## src/rtl/twos_complement_pkg.sv

```systemverilog
// twos_complement_pkg: shared width default and signed-range helpers
// for the two's-complement negator stage.
package twos_complement_pkg;

  localparam int DEFAULT_WIDTH = 4;

  // 1 followed by w-1 zeros.
  function automatic logic [63:0] min_neg(input int w);
    return 64'd1 << (w - 1);
  endfunction

  // 0 followed by w-1 ones.
  function automatic logic [63:0] max_pos(input int w);
    return (64'd1 << (w - 1)) - 64'd1;
  endfunction

endpackage

```

## src/rtl/twos_complement_if.sv

```systemverilog
// twos_complement_if: operand/result bundle for the negator.
// master drives in_valid/negate/in_data; slave drives out_valid/out_data/ovf/zero.
interface twos_complement_if
  import twos_complement_pkg::*;
#(
  parameter int WIDTH = DEFAULT_WIDTH
);

  logic             in_valid;
  logic             negate;
  logic [WIDTH-1:0] in_data;
  logic             out_valid;
  logic [WIDTH-1:0] out_data;
  logic             ovf;
  logic             zero;

  modport master (
    output in_valid, negate, in_data,
    input  out_valid, out_data, ovf, zero
  );

  modport slave (
    input  in_valid, negate, in_data,
    output out_valid, out_data, ovf, zero
  );

endinterface

```

## src/rtl/twos_complement_inc.sv

```systemverilog
// twos_complement_inc: combinational WIDTH-bit +1 ripple incrementer.
// Ports: a (operand), sum (a+1 mod 2^WIDTH), carry_out (a was all ones).
module twos_complement_inc #(
  parameter int WIDTH = 4
) (
  input  logic [WIDTH-1:0] a,
  output logic [WIDTH-1:0] sum,
  output logic             carry_out
);

  always_comb begin
    logic w_c;
    w_c = 1'b1;
    sum = '0;
    for (int i = 0; i < WIDTH; i++) begin
      sum[i] = a[i] ^ w_c;
      w_c    = a[i] & w_c;
    end
    carry_out = w_c;
  end

endmodule

```

## src/rtl/twos_complement.sv

```systemverilog
// twos_complement: registered negator, out = negate ? (~in + 1) : in, 1-cycle latency.
// Ports: clk, rst_n (async active-low), bus (twos_complement_if.slave).
// Option: TWOS_COMPLEMENT_SAT_EN saturates the most-negative case to max positive.
module twos_complement
  import twos_complement_pkg::*;
#(
  parameter int WIDTH = DEFAULT_WIDTH
) (
  input  logic clk,
  input  logic rst_n,
  twos_complement_if.slave bus
);

  localparam logic [WIDTH-1:0] MIN_NEG = WIDTH'(min_neg(WIDTH));
`ifdef TWOS_COMPLEMENT_SAT_EN
  localparam logic [WIDTH-1:0] MAX_POS = WIDTH'(max_pos(WIDTH));
`endif

  logic [WIDTH-1:0] w_inv;
  logic [WIDTH-1:0] w_neg;
  logic             w_carry;
  logic [WIDTH-1:0] w_res;
  logic [WIDTH-1:0] w_out;
  logic             w_ovf;
  logic             w_zero;

  logic             r_valid;
  logic [WIDTH-1:0] r_data;
  logic             r_ovf;
  logic             r_zero;

  assign w_inv = ~bus.in_data;

  twos_complement_inc #(
    .WIDTH(WIDTH)
  ) u_inc (
    .a        (w_inv),
    .sum      (w_neg),
    .carry_out(w_carry)
  );

  assign w_res = bus.negate ? w_neg : bus.in_data;
  assign w_ovf = bus.negate && (bus.in_data == MIN_NEG);

`ifdef TWOS_COMPLEMENT_SAT_EN
  assign w_out = w_ovf ? MAX_POS : w_res;
`else
  assign w_out = w_res;
`endif

  // Negated result is zero exactly when ~in was all ones (carry out);
  // the saturated value is never zero, so this holds after saturation.
  assign w_zero = bus.negate ? w_carry : ~|bus.in_data;

  always_ff @(posedge clk or negedge rst_n) begin
    if (!rst_n) begin
      r_valid <= 1'b0;
      r_data  <= '0;
      r_ovf   <= 1'b0;
      r_zero  <= 1'b0;
    end else begin
      r_valid <= bus.in_valid;
      if (bus.in_valid) begin
        r_data <= w_out;
        r_ovf  <= w_ovf;
        r_zero <= w_zero;
      end
    end
  end

  assign bus.out_valid = r_valid;
  assign bus.out_data  = r_data;
  assign bus.ovf       = r_ovf;
  assign bus.zero      = r_zero;

endmodule

```

## src/flat_wrapper.sv

```systemverilog
// flat-port wrapper written by rule: the top's interface ports become plain ports
module twos_complement_flat import twos_complement_pkg::*;
#(
  parameter int WIDTH = DEFAULT_WIDTH
)
  (clk, rst_n, bus_in_valid, bus_negate, bus_in_data, bus_out_valid, bus_out_data, bus_ovf, bus_zero);
  twos_complement_if #(.WIDTH(WIDTH)) bus_i ();
  input  logic clk;
  input  logic rst_n;
  input wire logic [$bits(bus_i.in_valid)-1:0] bus_in_valid;
  input wire logic [$bits(bus_i.negate)-1:0] bus_negate;
  input wire logic [$bits(bus_i.in_data)-1:0] bus_in_data;
  output wire logic [$bits(bus_i.out_valid)-1:0] bus_out_valid;
  output wire logic [$bits(bus_i.out_data)-1:0] bus_out_data;
  output wire logic [$bits(bus_i.ovf)-1:0] bus_ovf;
  output wire logic [$bits(bus_i.zero)-1:0] bus_zero;
  assign bus_i.in_valid = bus_in_valid;
  assign bus_i.negate = bus_negate;
  assign bus_i.in_data = bus_in_data;
  assign bus_out_valid = bus_i.out_valid;
  assign bus_out_data = bus_i.out_data;
  assign bus_ovf = bus_i.ovf;
  assign bus_zero = bus_i.zero;
  twos_complement #(.WIDTH(WIDTH)) u_core (.clk(clk), .rst_n(rst_n), .bus(bus_i));
endmodule
```

## config.mk

```make
export PLATFORM = sky130hd
export DESIGN_NAME = twos_complement_flat
export DESIGN_NICKNAME = d
export VERILOG_FILES = /design/src/rtl/twos_complement_pkg.sv /design/src/rtl/twos_complement_if.sv /design/src/rtl/twos_complement_inc.sv /design/src/rtl/twos_complement.sv /design/src/flat_wrapper.sv
export SDC_FILE = /design/constraint.sdc
export NUM_CORES = 1
export LEC_CHECK = 0
export CAP_MARGIN = 10
export CORE_AREA = 4 4 41 43
export CTS_CLUSTER_DIAMETER = 80
export DETAILED_ROUTE_END_ITERATION = 6
export DIE_AREA = 0 0 45 47
export PLACE_DENSITY = 0.51
export SYNTH_ARGS = -nofsm -noshare
export SYNTH_HDL_FRONTEND = slang
export SYNTH_SLANG_ARGS = --single-unit
```

## constraint.sdc

```tcl
create_clock -name clk -period 1.95 [get_ports clk]
set_input_delay 0.2925 -clock clk [delete_from_list [all_inputs] [get_ports clk]]
set_output_delay 0.2925 -clock clk [all_outputs]
set_load 0.02 [all_outputs]
```

* After elaboration in Yosys (flattened, before gate mapping) *
Index checks and enable logic that the tools add are counted.

word-level totals
  bits of input ports = 8
  output and inout port bits = 7
  word-level logic and storage cells = 18
  register bits after elaboration = 7

cells by class
  reduce and logical (&&, ||, !) cells = 3
  mux-type cells = 2
  bitwise logic cells = 8
  equal/unequal tests = 1

operator list
  cell                  count
  $eq A4 B4 Y1 const B  1
  $mux W4               1
  $not A4 Y4            1
  $reduce_or A4 Y1      1
  $and A1 B1 Y1         3
  $xor A1 B1 Y1         3
  $logic_and A1 B1 Y1   1
  $logic_not A1 Y1      1
  $mux W1               1
  $not A1 Y1            1

* Longest topological paths before layout *
  depth after elaboration = 5
  mapped depth = 6
  depth with buffers taken out = 6

* Modules after synthesis *
A second synthesis with hierarchy kept.

unflattened totals
  cell total of the unflattened synthesis = 36
  area total of the unflattened synthesis = 385.4 µm²

modules (own cells, without submodules)
  module               times used  cells an instance  seq. area each (µm²)  area each (µm²)
  twos_complement      1           32                 175.2                 344.1
  twos_complement_inc  1           4                  0.0                   41.3

* Least setup slack after synthesis *
No wires, ideal clock.

  path type = input to register
  start point = in bus_in_data[0]
  end point = reg u_core.r_data[3], in the netlist u_core.bus.out_data[3]
  stages on the path = 6
  library setup time = 0.123 ns
  path buffers = 0
  arrival time = 1.130 ns
  setup slack = 0.698 ns
  required time = 1.827 ns
  cell sequence = inv_1 > ha_1 > ha_1 > ha_1 > mux2i_1 > a21oi_1

between the ends
  word-level cells in the longest chain between the ends = 5

ends and longest elaborated chain
  item                        RTL line                   RTL
  start, declared             flat_wrapper.sv:12         input wire logic [$bits(bus_i.in_data)-1:0] bus_in_data;
  $not A4 Y4                  twos_complement.sv:32      assign w_inv = ~bus.in_data;
  $and A1 B1 Y1 (2 in a row)  twos_complement_inc.sv:17  w_c = a[i] & w_c;
  $xor A1 B1 Y1               twos_complement_inc.sv:16  sum[i] = a[i] ^ w_c;
  $mux W4                     twos_complement.sv:42      assign w_res = bus.negate ? w_neg : bus.in_data;
  end signal, assigned        twos_complement.sv:64      r_data <= w_out;
  end, declared               twos_complement.sv:28      logic [WIDTH-1:0] r_data;

Every way passes these cells.
A chain may end at the register's enable or synchronous reset.

* Worst setup path in the final report *
Ends and elaborated chain as after synthesis.

==> key figures <==
CTS
  – Post-CTS Resized: 0
  – Num CTS Buffers: 3
  – CTS Hold Buffers Added: 0
  – CTS Sinks: 7
  – CTS root buf: clkbuf_4
  – Post-CTS setup repair buffer count: 0
  – H-tree depth: 1
  – Longest Clk Path Bufs: 2
  – Clk Latency, worst-skew pair: 250 ps
  – Clock-pin transition on the worst setup and hold timing paths: 60 ps
  – CTS tree: built

Synth
  – Share of the synthesized area in the top cell type: 49.3%
  – Ranking of synthesized cells by area: dfrtp_1 49%, ha_1 11%, mux2i_1 8.5%
  – Post-synth top area cell: dfrtp_1
  – Mapped Area: 355 um^2
  – Commonest cells post-synth: 7 x dfrtp_1, 5 x inv_1
  – Sequential area share after synthesis: 49.3%
  – Yosys warns: 0
  – Async SR Flop Fraction: 100%
  – Yosys cell types: 14
  – Mean Syn Cell Area: 10.8 um^2
  – Cells after synthesis: 33
  – Post-synth EDFFs: 0
  – Most numerous cell in the Yosys netlist: dfrtp_1
  – Synthesized flop and latch total: 7
  – Syn Nets: 44
  – Post-synth top flop: dfrtp_1

Routing
  – # DRC: 0
  – Vias: 287
  – Initial DRC count: 1
  – DR pass1 iterations: 2
  – Post-DR wirelength/cell: 12.0 um
  – Post-route ant nets: 0
  – Number of vias per cell: 4.42
  – DRT Wirelength: 781 um

Global routing
  – Initial antenna violation count: 0
  – Largest net degree at the start of global routing: 9
  – Total gr overflow: 0
  – First-pass GRT wire length: 1310 um
  – Vias in the first global route: 334
  – All-Layer GR Usage: 8.76%

Power and ir drop
  – Pleak: 0.249 nW
  – Pwr Density: 727 nW/um^2
  – VDD IR max: 0.417 mV

Worst hold path
  – Worst min-delay path category: in -> async

Timing
  – Final Max Tran Viols: 0
  – Unrepaired setup endpoints after global routing: false
  – Peak Freq: 0.636 GHz
  – Period utilisation layout: 80.7%
  – Slew HR: 77.0%
  – Clock skew: 0 ps
  – Final Hold Violating Endpoints: 0
  – # setup viols final: 0
  – Final min period: 1570 ps
  – Setup TNS: 0 ps
  – Worst Tran Pin Value: 343 ps

Place
  – GP Congestion: 0.689
  – Cell Area, Placed: 507 um^2
  – Hpwl dp: 627 um
  – PortBufs: 14

Finish
  – Post-route cell area: 533 um^2
  – Seq. cell area: 175 um^2
  – Fillers: 134
  – Antenna diode count: 0
  – Multi-input logic area: 146 um^2
  – Area growth from synthesis to layout: 50.0%
  – Nets: 62
  – Share of cells above drive strength 1: 10.0%

Setup path
  – R2R cell count: 1
  – RR Startpoint: u_core.bus.out_data[0]$_DFFE_PN0P_
  – Setup crit end: u_core.bus.out_data[3]$_DFFE_PN0P_
  – RR Endpoint: u_core.bus.out_data[0]$_DFFE_PN0P_
  – FF-to-FF setup slack: 1170 ps
  – Kind of critical path: in -> reg
  – Worst setup EP type: register
  – CP Launch Point: bus_in_data[0]
  – Crit start category: input port
  – Worst EP arrival: 1710 ps
  – CP Data Required Time: 2080 ps
  – CP Max Fanout: 2

Floorplanning
  – Die height: 47 um
  – Ports: 15
  – Core region area: 1300 um^2
  – DIE AREA: 2120 um^2
  – FP Rows: 13
  – Starting Density: 27.3%
  – Die Width: 45 um

Job
  – Max cap viols: 0

Status
  – Status: finished, final reports clean
-- registers in the layout, indices dropped and copies added, names as in the netlist --
name / cells
u_core.bus.out_data: 4
u_core.bus.out_valid: 1
u_core.bus.ovf: 1
u_core.bus.zero: 1
-- power breakdown --
part	internal [mW]	switching (mW)
clock	0.0782	0.0553
combinational	0.0479	0.0424
sequential	0.157	0.00624
total	0.283	0.104
-- cell type report --
cell class,count,area share [%]
sequential,7,32.9
timing repair buffer,15,27.7
tap,15,3.52
clock buffer,4,4.93
multi-input combinational,19,27.5
inverter,5,3.52
-- metrics by stage --
| step | power [mW] | setup slack [ps] | utilization, % | cells | hold WS, ps |
|---|---|---|---|---|---|
| floorplan | 0.209 | 698 | - | 33 | -3.09 |
| global placement | 0.255 | 121 | 38.9 | 61 | 493 |
| detailed placement | 0.258 | 97.8 | 38.9 | 61 | 503 |
| CTS | 0.394 | 368 | 41.0 | 65 | 320 |
| global route | 0.408 | 292 | 41.0 | 65 | 342 |
| finish | 0.387 | 377 | 41.0 | 65 | 312 |
-- layout by cell type (no fill, tap or decap) --
cell             synthesis  routed
inv_1                    5       5
buf_4                    2       1
nand2b_1                 1       1
dfrtp_1                  7       7
clkbuf_4                 0       3
mux2i_1                  3       3
nand3b_1                 1       1
a21oi_1                  3       3
clkbuf_1                 0       1
nor2_1                   3       3
mux2_4                   1       1
nand3_1                  1       1
ha_1                     3       3
o311ai_1                 1       1
o22ai_1                  1       1
clkdlybuf4s50_1          0      14
nand2_1                  1       1
-- logic make-up after synthesis --
family / synth area share (%)
buffers and inverters: 9.51
and+or+nand+nor: 9.51
DFF: 49.3
AOI/OAI and AO/OA: 8.45
muxes: 12.7
adders and majority gates: 10.6
-- metal layers --
metal  wire, um  share of wire [%]  vias up  global-route usage [%]
met4          0                  0        0                    1.75
met1        352                 45      132                    8.62
met5          0                  0        -                       0
met2        369                 47       11                    16.1
met3         60                7.7        0                    4.98
li1           -                  -      144                       -
-- worst min-delay path by stage --
stage / to / slack [ps] / cells after the start / from
after global routing: u_core.bus.out_data[3]$_DFFE_PN0P_ / 340 / 1 / rst_n
after floorplan: u_core.bus.out_data[0]$_DFFE_PN0P_ / -3 / 0 / rst_n
after detailed placement: u_core.bus.zero$_DFFE_PN0P_ / 500 / 2 / u_core.bus.zero$_DFFE_PN0P_
final: u_core.bus.out_data[3]$_DFFE_PN0P_ / 310 / 1 / rst_n
after CTS: u_core.bus.out_valid$_DFF_PN0_ / 320 / 1 / rst_n
after global placement: u_core.bus.zero$_DFFE_PN0P_ / 490 / 2 / u_core.bus.zero$_DFFE_PN0P_
-- critical path, stage by stage --
cell and delay [ps]:
clkdlybuf4s50_1 480, inv_1 50, ha_1 210, ha_1 180, ha_1 260, mux2i_1 150
a21oi_1 90
Note: power is estimated with default switching activity, not from simulation.
